## src/rtl/alu_exec_pipe.sv

```systemverilog
// alu_exec_pipe: pipelined integer execution unit with valid/ready handshakes, flush and completion counter
module alu_exec_pipe #(
  parameter int XLEN  = 32,
  parameter int TAG_W = 6,
  parameter int LAT   = 2,
  parameter int CNT_W = 32
) (
  input  logic             clk,
  input  logic             rstn,
  input  logic             flush,
  input  logic             issue_valid,
  output logic             issue_ready,
  input  logic [3:0]       issue_op,
  input  logic [XLEN-1:0]  issue_src1,
  input  logic [XLEN-1:0]  issue_src2,
  input  logic [XLEN-1:0]  issue_imm,
  input  logic [TAG_W-1:0] issue_tag,
  output logic             res_valid,
  input  logic             res_ready,
  output logic [XLEN-1:0]  res_data,
  output logic [TAG_W-1:0] res_tag,
  output logic             res_illegal,
  output logic             busy,
  output logic [CNT_W-1:0] done_cnt
);
  localparam int SH_W = $clog2(XLEN);
  logic [LAT-1:0]   r_v;
  logic [LAT-1:0]   r_il;
  logic [XLEN-1:0]  r_d [LAT];
  logic [TAG_W-1:0] r_t [LAT];
  logic             w_adv;
  logic             w_acc;
  logic             w_il;
  logic [XLEN-1:0]  w_res;
  logic [XLEN-1:0]  w_sum_imm;
  assign w_adv       = !r_v[LAT-1] | res_ready;
  assign issue_ready = w_adv & !flush & rstn;
  assign w_acc       = issue_valid & issue_ready;
  assign w_sum_imm   = issue_src1 + issue_imm;
  assign res_valid   = r_v[LAT-1];
  assign res_data    = r_d[LAT-1];
  assign res_tag     = r_t[LAT-1];
  assign res_illegal = r_il[LAT-1];
  assign busy        = |r_v;
  // decode and compute the result at issue; undefined opcodes yield zero and are flagged
  always_comb begin
    w_res = '0;
    w_il  = 1'b0;
    case (issue_op)
      4'd1:                    w_res = issue_src1 + issue_src2;
      4'd2, 4'd7, 4'd8, 4'd9,
      4'd10:                   w_res = w_sum_imm;
      4'd3:                    w_res = issue_imm << 12;
      4'd4:                    w_res = issue_src1 | issue_imm;
      4'd5:                    w_res = issue_src1 ^ issue_src2;
      4'd6:                    w_res = $signed(issue_src1) >>> issue_imm[SH_W-1:0];
      4'd11:                   w_res = issue_src1 - issue_src2;
      4'd12:                   w_res = issue_src1 & issue_src2;
      4'd13:                   w_res = {{(XLEN-1){1'b0}}, $signed(issue_src1) < $signed(issue_src2)};
      default:                 w_il  = 1'b1;
    endcase
  end
  // stage registers: global shift on advance, flush clears only the valids
  always_ff @(posedge clk) begin
    if (!rstn) begin
      r_v  <= '0;
      r_il <= '0;
      for (int i = 0; i < LAT; i++) begin
        r_d[i] <= '0;
        r_t[i] <= '0;
      end
    end else if (flush) begin
      r_v <= '0;
    end else if (w_adv) begin
      r_v[0]  <= w_acc;
      r_il[0] <= w_il;
      r_d[0]  <= w_res;
      r_t[0]  <= issue_tag;
      for (int i = 1; i < LAT; i++) begin
        r_v[i]  <= r_v[i-1];
        r_il[i] <= r_il[i-1];
        r_d[i]  <= r_d[i-1];
        r_t[i]  <= r_t[i-1];
      end
    end
  end
  // count result handshakes that are not killed by a same-cycle flush
  always_ff @(posedge clk) begin
    if (!rstn) done_cnt <= '0;
    else if (!flush && res_valid && res_ready) done_cnt <= done_cnt + CNT_W'(1);
  end
endmodule
```

## config.mk

```make
export PLATFORM = sky130hd
export DESIGN_NAME = alu_exec_pipe
export DESIGN_NICKNAME = d
export VERILOG_FILES = /design/src/rtl/alu_exec_pipe.sv
export SDC_FILE = /design/constraint.sdc
export NUM_CORES = 1
export LEC_CHECK = 0
export CAP_MARGIN = 20
export CORE_UTILIZATION = 58
export DETAILED_ROUTE_END_ITERATION = 16
export GPL_TIMING_DRIVEN = 0
export PLACE_DENSITY = 0.85
export SLEW_MARGIN = 20
export SYNTH_ARGS = -nofsm -noshare
export SYNTH_HDL_FRONTEND = slang
export SYNTH_SLANG_ARGS = --single-unit
```

## constraint.sdc

```tcl
create_clock -name clk -period 29 [get_ports clk]
set_clock_uncertainty 0.15 [all_clocks]
set_input_delay 8.7 -clock clk [delete_from_list [all_inputs] [get_ports clk]]
set_output_delay 8.7 -clock clk [all_outputs]
set_load 0.005 [all_outputs]
```

# Word level (Yosys, flattened, before mapping)
# Memory sizes are Yosys's and may differ from the RTL's.
# Index checks and enable logic that the tools add are counted.
dict set report totals {
  regBits 36
  mem_bits_rw 76
  inputBits 111
  out_inout_bits 74
  elab_cells 57
  n_memories 2
}
# name words width read_ports rd_clocked_by_memory_dff write_ports line_no
set memory_table {}
lappend memory_table {r_d 2 32 2 0 2 29} ;# logic [XLEN-1:0] r_d [LAT];
lappend memory_table {r_t 2 6 2 0 2 30} ;# logic [TAG_W-1:0] r_t [LAT];
dict set report op_classes {
  n_addsub 4
  n_lt_le_gt_ge 1
  eq_ne 13
  shift 1
  mux 11
  bitwise_logic 13
  n_reduce_logical 9
}
# operator count
set ops {}
lappend ops {{$pmux W32 S9} 1}
lappend ops {{$add A32 B32 Y32} 2}
lappend ops {{$mux W32} 2}
lappend ops {{$add A32 B1 Y32 const B} 1}
lappend ops {{$and A32 B32 Y32} 1}
lappend ops {{$lt A32 B32 Y1} 1}
lappend ops {{$or A32 B32 Y32} 1}
lappend ops {{$sshr A32 B5 Y32} 1}
lappend ops {{$sub A32 B32 Y32} 1}
lappend ops {{$xor A32 B32 Y32} 1}
lappend ops {{$eq A4 B4 Y1 const B} 6}
lappend ops {{$eq A4 B3 Y1 const B} 4}
lappend ops {{$reduce_or A13 Y1} 1}
lappend ops {{$mux W6} 2}
lappend ops {{$eq A4 B2 Y1 const B} 2}
lappend ops {{$mux W1} 6}
lappend ops {{$or A1 B1 Y1} 5}
lappend ops {{$reduce_or A5 Y1} 1}
lappend ops {{$eq A4 B1 Y1 const B} 1}
lappend ops {{$reduce_or A2 Y1} 2}
lappend ops {{$and A1 B1 Y1} 3}
lappend ops {{$logic_and A1 B1 Y1} 2}
lappend ops {{$logic_not A1 Y1} 2}
lappend ops {{$not A1 Y1} 2}
lappend ops {{$reduce_and A2 Y1} 1}

# Depth between registers and ports, before layout
# Gate-level depths: netlist of the first run.
dict set report logic_depth {
  depth_word 7
  ltp_mapped 17
  ltp_nobuf 15
}

# Worst setup path before layout of the first run
# OpenSTA, ideal clock, no wires.
dict set report synth_path {
  path_kind {input to output}
  startpoint {in flush}
  endpoint {out issue_ready}
  arrival_time_ps 9262
  required_ps 20150
  setup_slack_ps 10888
  cell_stages 3
  path_buffers 1
  path_cell_list {nand2b_1 -> nor2_1 -> clkbuf_1}
}
dict set report synth_between {
  elab_chain_cells 3
}
# element line_no
set synth_rtl {}
lappend synth_rtl {{from (decl)} 10} ;# input logic flush,
lappend synth_rtl {{$logic_not A1 Y1} 37} ;# assign issue_ready = w_adv & !flush & rstn;
lappend synth_rtl {{$and A1 B1 Y1 (2 in a row)} 37}
lappend synth_rtl {{to (decl)} 12} ;# output logic issue_ready,
# No other way between the ends.

# Final worst setup path of the first run
dict set report layout_path {
  startpoint {in rstn}
  endpoint {out issue_ready}
}
dict set report layout_between {
  elab_chain_cells 1
}
# element line_no
set layout_rtl {}
lappend layout_rtl {{from (decl)} 9} ;# input logic rstn,
lappend layout_rtl {{$and A1 B1 Y1} 37}
# No other way between the ends.

==> results of run 1 <==
## metal layers
| metal | wire length (um) | vias up | share of wire (%) |
|---|---|---|---|
| met5 | 0 | - | 0 |
| met4 | 2843 | 0 | 5.9 |
| met3 | 6254 | 234 | 13 |
| met2 | 20800 | 1110 | 43 |
| met1 | 18040 | 6090 | 38 |
| li1 | - | 5666 | - |
## synthesized netlist by cell type (5+ instances only)
master	number	share of area, %
dfxtp_1	36	6.0
a21o_1	34	2.1
nand2b_1	5	0.26
nand3_1	25	1.0
ha_1	104	11
inv_1	49	1.5
and3_1	16	0.83
nor3_1	20	0.83
mux4_2	19	3.5
nor4_1	7	0.36
nand4_1	20	1.0
a211oi_1	18	1.1
and2_1	84	4.4
buf_4	39	2.4
nor2_1	69	2.1
o2111ai_1	7	0.51
o21ai_0	115	4.8
nor2b_1	12	0.62
o21a_1	18	1.1
xnor2_1	44	3.2
a31oi_1	24	1.2
or3_1	7	0.36
clkbuf_1	71	2.2
xor2_1	16	1.2
buf_2	9	0.37
o22ai_1	11	0.57
o211ai_1	18	1.1
and4_1	8	0.58
mux2i_1	49	4.1
a221oi_1	22	1.6
nand3b_1	5	0.31
mux2_2	41	3.8
a21oi_1	106	4.4
a21boi_0	8	0.50
or2_2	5	0.26
edfxtp_1	76	19
nand2_1	131	4.1
## kinds of logic (layout without fill, tap and decap cells)
kind of cell               count (synthesis)  after routing  share of synthesized area (%)
DFF                                      112            112                          24.87
AOI/OAI and AO/OA                        443            443                          23.79
buffers and inverters                    174            374                          6.776
other                                      0              1                              0
muxes                                    109            109                          11.43
and+or+nand+nor                          423            423                          17.69
xor gates and xnor gates                  60             60                          4.351
adders and majority gates                106            106                          11.11
## registers in the layout, summed over array words and instances, names as in the netlist
register and cells:
r_d 64, done_cnt 32, r_t 12, r_il 2, r_v 2
## worst min-delay path by stage
stage,start,end,slack [ns],depth (start not counted)
after CTS,r_il[0],r_il[1],0.31,2
after detailed placement,r_il[0],r_il[1],0.29,2
after global placement,r_il[0],r_il[1],0.29,2
after global routing,r_il[1],r_il[1],0.34,2
after floorplan,r_il[0],r_il[1],0.28,2
final,r_il[0],r_il[1],0.30,2
## stage by stage
step                      setup WS [ns]  cell area, um^2
after global routing              9.343            14640
after floorplan                   10.89            12080
after detailed placement          9.541            14330
final                             9.492            14640
after global placement            9.643            14210
after CTS                         9.520            14640
## cell usage in the layout (no fill, tap or decap), drive strengths merged, types with 11 or more instances in the layout
cell type      Yosys  routed
a211oi            20      20
a21o              34      34
a21oi            106     106
a221oi            22      22
a31oi             24      24
and2              85      85
and3              16      16
buf               52      57
clkbuf            71      80
clkdlybuf4s50      0     179
dfxtp             36      36
edfxtp            76      76
ha               104     104
inv               50      56
mux2              41      41
mux2i             49      49
mux4              19      19
nand2            131     131
nand3             25      25
nand4             21      21
nor2              69      69
nor2b             12      12
nor3              20      20
o211ai            18      18
o21a              18      18
o21ai            116     116
o22ai             11      11
xnor2             44      44
xor2              16      16
## worst max-delay path, delay by kind of cell
family                 cells  cell delay [ns]
and+or+nand+nor            2             0.41
buffers and inverters      3             1.54
## power by group through the flow
| stage | combinational, mW | sequential [mW] | clock (mW) |
|---|---|---|---|
| finish | 0.223 | 0.182 | 0.127 |
| global route | 0.234 | 0.182 | 0.132 |
| CTS | 0.213 | 0.182 | 0.127 |
| detailed placement | 0.212 | 0.185 | 0 |
| global placement | 0.207 | 0.186 | 0 |
| floorplan | 0.132 | 0.185 | 0 |
## area by class of cell
type	instances	area, um^2	share of cell area [%]
clock buffers	9	225.2	1.539
well taps	270	337.8	2.308
clock inverters	7	78.83	0.5385
plain buffers	123	626.9	4.282
inverters	51	191.4	1.308
repair buffers	184	1893	12.93
flip-flops and latches	112	3003	20.51
multi-input cells	1141	8279	56.56
diodes	1	2.502	0.01710
==> metrics.txt, run 1 <==
Global Route met1 Usage=57.69%; final setup fails=0; Clock transition at path regs=0.08 ns; critical path type=input pin to output port; Synth Warn #=0; grt ovf=0; R2R Setup Slk=25.85 ns; setup TNS=0 ns; Post-Route WL=47.94 mm; Detail Route Antenna Nets=0; number of detailed-route iterations in the first pass=7; initial antenna violation count=1; RSZ-0062 raised after global routing=no; clock latency on the worst-skew pair=0.36 ns; Internal Power=332.5 uW; PortBufs=179; Mapped Cells=1427; Critical Path RT=20.15 ns; max-slew violations=0; core area=20300 um^2; Clock Tree Root=clkbuf_16; first-pass GRT wire length=71.82 mm; Tmin final=19.51 ns; TritonCTS Sinks=112; boundary pin count=185; Critical Path Source=rstn; postcts setup bufs=0; clk buf depth=2; Die Y=146.3 um; post-synthesis cell type count=77; # resized after CTS=0; Setup crit start kind=input pin; # nets final=1839; area growth from synthesis to layout=21.21%; Tot Pwr=531.0 uW; hold buffers post-CTS=0; Post-synth EDFFs=76; routability cong.=1.019; worst r2r path cells=6; Slew headroom=19.22%; die area=21400 um^2; WP data arrival=10.66 ns; Die Width=146.3 um; reg2reg end=r_d[0][19]; Max-Cap Viols=0; largest net degree at the start of global routing=27; share of post-route cells with drive strength above 1=9.219%; Filler Cell Count=1574; Detailed Place HPWL=37.49 mm; Worst Setup EP=issue_ready; mean area per synthesized cell=8.463 um^2; CTS tree=done; CP cell instances=clkdlybuf4s50_1 -> nand2b_1 -> nor2_1 -> clkbuf_1 -> clkdlybuf4s50_1; mapped cell area=12080 um^2; flops & latches, synth=112; predominant post-synthesis flop cell=edfxtp_1; Tightest Hold Check Type=flip-flop to flip-flop; maximum VDD drop=0.03318 mV; Final Hold Fails=0; hold slack=0.3041 ns; post-layout util=72.11%; Pwr Density=36.27 nW/um^2; total CTS buffers=9; Vias/cell=6.902; num rows=52; Crit-path slowest cell=clkdlybuf4s50_1; Max Fclk=0.05126 GHz; vias=13100; Net Switching=198.5 uW; clock power share=23.9%; largest fanout on the critical path=10; switch share=37.38%; Seq/Total Area, Yosys=24.87%; Residual DRC=0; M3 GR Usage=9.156%; Worst-Margin Slew=1.204 ns; Synth Net Count=1644; reg2reg start=r_v[1]; placed insts=1881; register share of total power=34.2%; slowest stage delay, CP=0.66 ns; run status=finished clean; asr flop ratio synth=0%; met2 Usage GRT=68.88%; WL/cell=25.26 um; crit end category=output port; Iteration-0 DRC Markers=1679; period utilization=67.27%; vias in the first global route=12460; GRT Resource Usage Total=44.26%; Pleak=5.957 nW; Starting Density=59.49%; # H-tree levels=3; Logic pwr share=41.9%; GRT busiest layer=met2; fin cells=1898; Worst path most repeated cell=clkdlybuf4s50_1
No activity file was read; power rests on OpenSTA's default activity.
==> run 2: changes to the inputs <==
--- a/config.mk
+++ b/config.mk
@@ -6,10 +6,10 @@
 export NUM_CORES = 1
 export LEC_CHECK = 0
 export CAP_MARGIN = 20
-export CORE_UTILIZATION = 58
+export CORE_UTILIZATION = 56
 export DETAILED_ROUTE_END_ITERATION = 16
 export GPL_TIMING_DRIVEN = 0
-export PLACE_DENSITY = 0.85
+export PLACE_DENSITY = 0.82
 export SLEW_MARGIN = 20
 export SYNTH_ARGS = -nofsm -noshare
 export SYNTH_HDL_FRONTEND = slang
==> constraint.sdc (replaced) <==
create_clock -name clk -period 17.95 [get_ports clk]
set_clock_uncertainty 0.15 [all_clocks]
set_input_delay 5.385 -clock clk [delete_from_list [all_inputs] [get_ports clk]]
set_output_delay 5.385 -clock clk [all_outputs]
set_load 0.005 [all_outputs]
==> metrics.txt, run 2 (synthesis gave the netlist of run 1 again) <==
# H-tree levels=3; Die Y=148.9 um; final setup fails=0; postcts setup bufs=0; Iteration-0 DRC Markers=1438; Register Area=3003 um^2; Crit-path slowest cell=clkdlybuf4s50_1; largest fanout on the critical path=10; die area=22160 um^2; CP cell instances=clkdlybuf4s50_1 -> nand2b_1 -> nor2_1 -> clkbuf_1 -> clkdlybuf4s50_1; Worst-Margin Slew=1.162 ns; Vias/cell=6.667; vias=12690; largest net degree at the start of global routing=29; Top delay family on crit path=buffers and inverters; crit end category=output port; worst path bufs/invs=3; Final Cell Area=14660 um^2; placed cell area=14330 um^2; hold buffers post-CTS=0; num rows=53; area growth from synthesis to layout=21.38%; CTS tree=done; RSZ-0062 raised after global routing=no; Critical Path RT=12.41 ns; vias in the first global route=11960; Pleak=5.960 nW; clock latency on the worst-skew pair=0.35 ns; top flop regs=r_d (64), done_cnt (32), r_t (12); slowest stage delay, CP=0.64 ns; Max Fclk=0.07771 GHz; Tmin final=12.87 ns; Pwr Density=58.72 nW/um^2; run status=finished clean; hold slack=0.3186 ns; Max-Cap Viols=0; Residual DRC=0; Multi-input gate area=8279 um^2; first-pass GRT wire length=68.88 mm; Slew headroom=22.51%; Detail Route Antenna Nets=0; initial antenna violation count=1; # resized after CTS=0; WL/cell=24.03 um; grt ovf=0; # nets final=1839; Tightest Hold Check Type=flip-flop to flip-flop; setup TNS=0 ns; Die Width=148.9 um; PortBufs=179; Biggest register=r_d; Post-Route WL=45.72 mm; TritonCTS Sinks=112; routability cong.=1.052; Starting Density=57.27%; boundary pin count=185; GRT Resource Usage Total=41.29%; number of detailed-route iterations in the first pass=6; Final Hold Fails=0; WP data arrival=7.33 ns; maximum VDD drop=0.06231 mV; most frequent cells in the layout=clkdlybuf4s50_1, nand2_1, o21ai_0; share of post-route cells with drive strength above 1=9.219%; Setup crit start kind=input pin; max-slew violations=0; Filler Cell Count=1680; most common cell after layout, fill and taps aside=clkdlybuf4s50_1; critical path type=input pin to output port; Detailed Place HPWL=36.38 mm; Clock Tree Root=clkbuf_16; max FFs per register=64; Clock transition at path regs=0.08 ns; total CTS buffers=9; clk buf depth=2; core area=21090 um^2; period utilization=71.69%; Worst path most repeated cell=clkdlybuf4s50_1
==> run 2: cell types whose count changed in the layout (fill, tap and decap cells not counted) <==
cell	previous run	this run
inv_4	1	0
inv_8	2	1
inv_12	1	3
==> run 2: stage by stage <==
stage / power, mW / util (%) / std cells / setup WS (ns)
after floorplan: 0.5125 / - / 1427 / 6.034
after CTS: 0.8500 / 69.47 / 1902 / 5.064
after global routing: 0.8941 / 69.50 / 1902 / 4.898
after global placement: 0.6357 / 67.40 / 1881 / 3.637
after detailed placement: 0.6407 / 67.96 / 1886 / 5.080
final: 0.8608 / 69.51 / 1903 / 5.082
==> run 2: cell type report <==
type,instances,area share (%)
Inverter,51,1.306
Clock buffer,9,1.536
Buffer,123,4.276
Antenna cell,1,0.01707
Multi-Input combinational cell,1141,56.48
Sequential cell,112,20.48
Tap cell,275,2.347
Clock inverter,7,0.6401
Timing Repair Buffer,184,12.91
==> run 2: final timing paths <==
path / start / to / slack (ns) / depth (start not counted)
worst max register to register: r_v[1] / r_d[0][2] / 14.91 / 6
worst min-delay path: r_il[0] / r_il[1] / 0.32 / 2
worst min register to register: r_il[0] / r_il[1] / 0.32 / 2
worst max-delay path: rstn / issue_ready / 5.08 / 5
==> run 2: worst reg2reg max path, delay by kind of cell (launching register included) <==
family | cells | cell delay [ns]
buffers and inverters | 2 | 1.15
and+or+nand+nor | 3 | 0.83
DFF | 1 | 0.36
AOI/OAI and AO/OA | 1 | 0.24
==> run 2: layer usage <==
layer	routed length, um	track usage (%)	vias up
met5	13	0	-
met4	2240	19.59	2
met2	19810	63.88	926
met1	18070	54.96	5923
met3	5582	8.716	160
li1	-	-	5676
==> run 2: power breakdown <==
group	internal, mW	total (mW)	switching [mW]	leakage, nW
combinational	0.147	0.358	0.211	4.67
clock	0.103	0.210	0.107	0.155
sequential	0.290	0.293	0.00318	1.13
==> run 3: changes to the inputs <==
--- a/config.mk
+++ b/config.mk
@@ -6,10 +6,10 @@
 export NUM_CORES = 1
 export LEC_CHECK = 0
 export CAP_MARGIN = 20
-export CORE_UTILIZATION = 56
+export CORE_UTILIZATION = 51
 export DETAILED_ROUTE_END_ITERATION = 16
 export GPL_TIMING_DRIVEN = 0
-export PLACE_DENSITY = 0.82
+export PLACE_DENSITY = 0.79
 export SLEW_MARGIN = 20
 export SYNTH_ARGS = -nofsm -noshare
 export SYNTH_HDL_FRONTEND = slang
==> constraint.sdc (replaced) <==
create_clock -name clk -period 11.3 [get_ports clk]
set_clock_uncertainty 0.15 [all_clocks]
set_input_delay 3.39 -clock clk [delete_from_list [all_inputs] [get_ports clk]]
set_output_delay 3.39 -clock clk [all_outputs]
set_load 0.005 [all_outputs]
==> metrics.txt, run 3 (synthesis gave the netlist of run 1 again) <==
run status=finished clean; Final Hold Fails=0; Top delay family on crit path=compound AO/OA/AOI/OAI gates; largest net degree at the start of global routing=25; Pleak=5.954 nW; num rows=55; Met3 Wirelength=4.945 mm; vias=12540; first-pass GRT wire length=68.79 mm; Die Width=155.9 um; maximum VDD drop=0.07958 mV; Internal Power=853.6 uW; Top Layer Used=met4; Detailed Place HPWL=36.71 mm; Iteration-0 DRC Markers=1348; TritonCTS Sinks=112; Residual DRC=0; # resized after CTS=0; critical path type=input pin to flip-flop; boundary pin count=185; grt ovf=0; core area=22920 um^2; Vias/cell=6.459; max FFs per register=64; total CTS buffers=9; number of detailed-route iterations in the first pass=6; # nets final=1839; switch share=37.23%; worst path bufs/invs=5; CTS tree=done; PortBufs=179; final setup fails=0; setup TNS=0 ns; post-layout util=64.10%; postcts setup bufs=0; Net Switching=506.2 uW; routability cong.=1.037; WP data arrival=9.11 ns; Die Y=155.9 um; Pwr Density=92.59 nW/um^2; top flop regs=r_d (64), done_cnt (32), r_t (12); Worst-Margin Slew=1.164 ns; placed cell area=14380 um^2; Tightest Hold Check Type=flip-flop to flip-flop; clock power share=24.1%; Setup crit start kind=input pin; Biggest register=r_d; M1 WL=18.85 mm; slowest stage delay, CP=0.77 ns; Clock Tree Root=clkbuf_16; area growth from synthesis to layout=21.62%; Critical Path RT=11.24 ns; period utilization=81.21%; WL/cell=23.65 um; Crit-path slowest cell=clkbuf_1; Tmin final=9.176 ns; RSZ-0062 raised after global routing=no; Max-Cap Viols=0; DR WL met2=19.58 mm; Slew headroom=21.31%; largest fanout on the critical path=10; hold buffers post-CTS=0; clock latency on the worst-skew pair=0.36 ns; most frequent cells in the layout=clkdlybuf4s50_1, nand2_1, o21ai_0; vias in the first global route=11500; die area=24300 um^2; hold slack=0.3286 ns; share of post-route cells with drive strength above 1=9.158%; most common cell after layout, fill and taps aside=clkdlybuf4s50_1; max-slew violations=0; initial antenna violation count=2; Logic pwr share=41.8%; GRT Resource Usage Total=37.84%; clk buf depth=2; Final Cell Area=14690 um^2; Clock transition at path regs=0.09 ns; crit end category=flip-flop; CP cell instances=clkdlybuf4s50_1 -> buf_2 -> nor2b_1 -> nand2_1 -> o21ai_0 -> a22oi_1 -> buf_2 -> buf_6 -> clkbuf_1 -> mux2_2 -> ha_1 -> fa_1 -> a211oi_1 -> o21bai_1 -> o2111ai_1 -> a21oi_1 -> o211a_1 -> o22ai_1 -> mux2i_1 -> a21oi_1; Detail Route Antenna Nets=0; Starting Density=52.70%; register share of total power=34.2%; Post-Route WL=45.91 mm; Max Fclk=0.1090 GHz; # H-tree levels=3
-- run 3: final timing paths --
check | start | endpoint | cells past startpoint | slack [ns]
worst max-delay path | issue_op[3] | r_d[0][28] | 20 | 2.12
worst min register to register | r_il[1] | r_il[1] | 2 | 0.33
worst max register to register | r_v[1] | r_d[0][2] | 6 | 8.28
worst min-delay path | r_il[1] | r_il[1] | 2 | 0.33
-- run 3: tightest hold or removal path: stages (launching register included) --
cell and delay (ns):
dfxtp_1 0.31, inv_1 0.04, o21ai_0 0.07
-- run 3: power by group through the flow --
stage / clock network [mW] / registers [mW] / logic (mW)
after detailed placement: 0 / 0.474 / 0.545
after CTS: 0.331 / 0.465 / 0.550
after floorplan: 0 / 0.476 / 0.339
after global placement: 0 / 0.477 / 0.537
final: 0.327 / 0.465 / 0.568
after global routing: 0.347 / 0.467 / 0.604
-- run 3: layer usage --
metal | track usage, % | up-vias
met3 | 7.778 | 165
li1 | - | 5687
met1 | 50.87 | 5849
met4 | 19.28 | 0
met5 | 0 | -
met2 | 57.36 | 836
-- run 3: layout make-up --
cell class              count  area, um^2
well taps                 313       391.6
flip-flops and latches    112        3003
diodes                      1       2.502
fillers                  2031        8228
inverters                  51       191.4
repair buffers            184        1891
multi-input cells        1141        8273
clock inverters             7       83.83
clock buffers               9       225.2
plain buffers             123       626.9
-- run 3: stage by stage --
stage	power, mW	setup slack, ns	std cells
floorplan	0.8141	1.379	1427
global placement	1.014	-1.093	1919
detailed placement	1.020	1.908	1924
CTS	1.346	2.250	1940
global route	1.417	1.891	1940
finish	1.360	2.124	1941
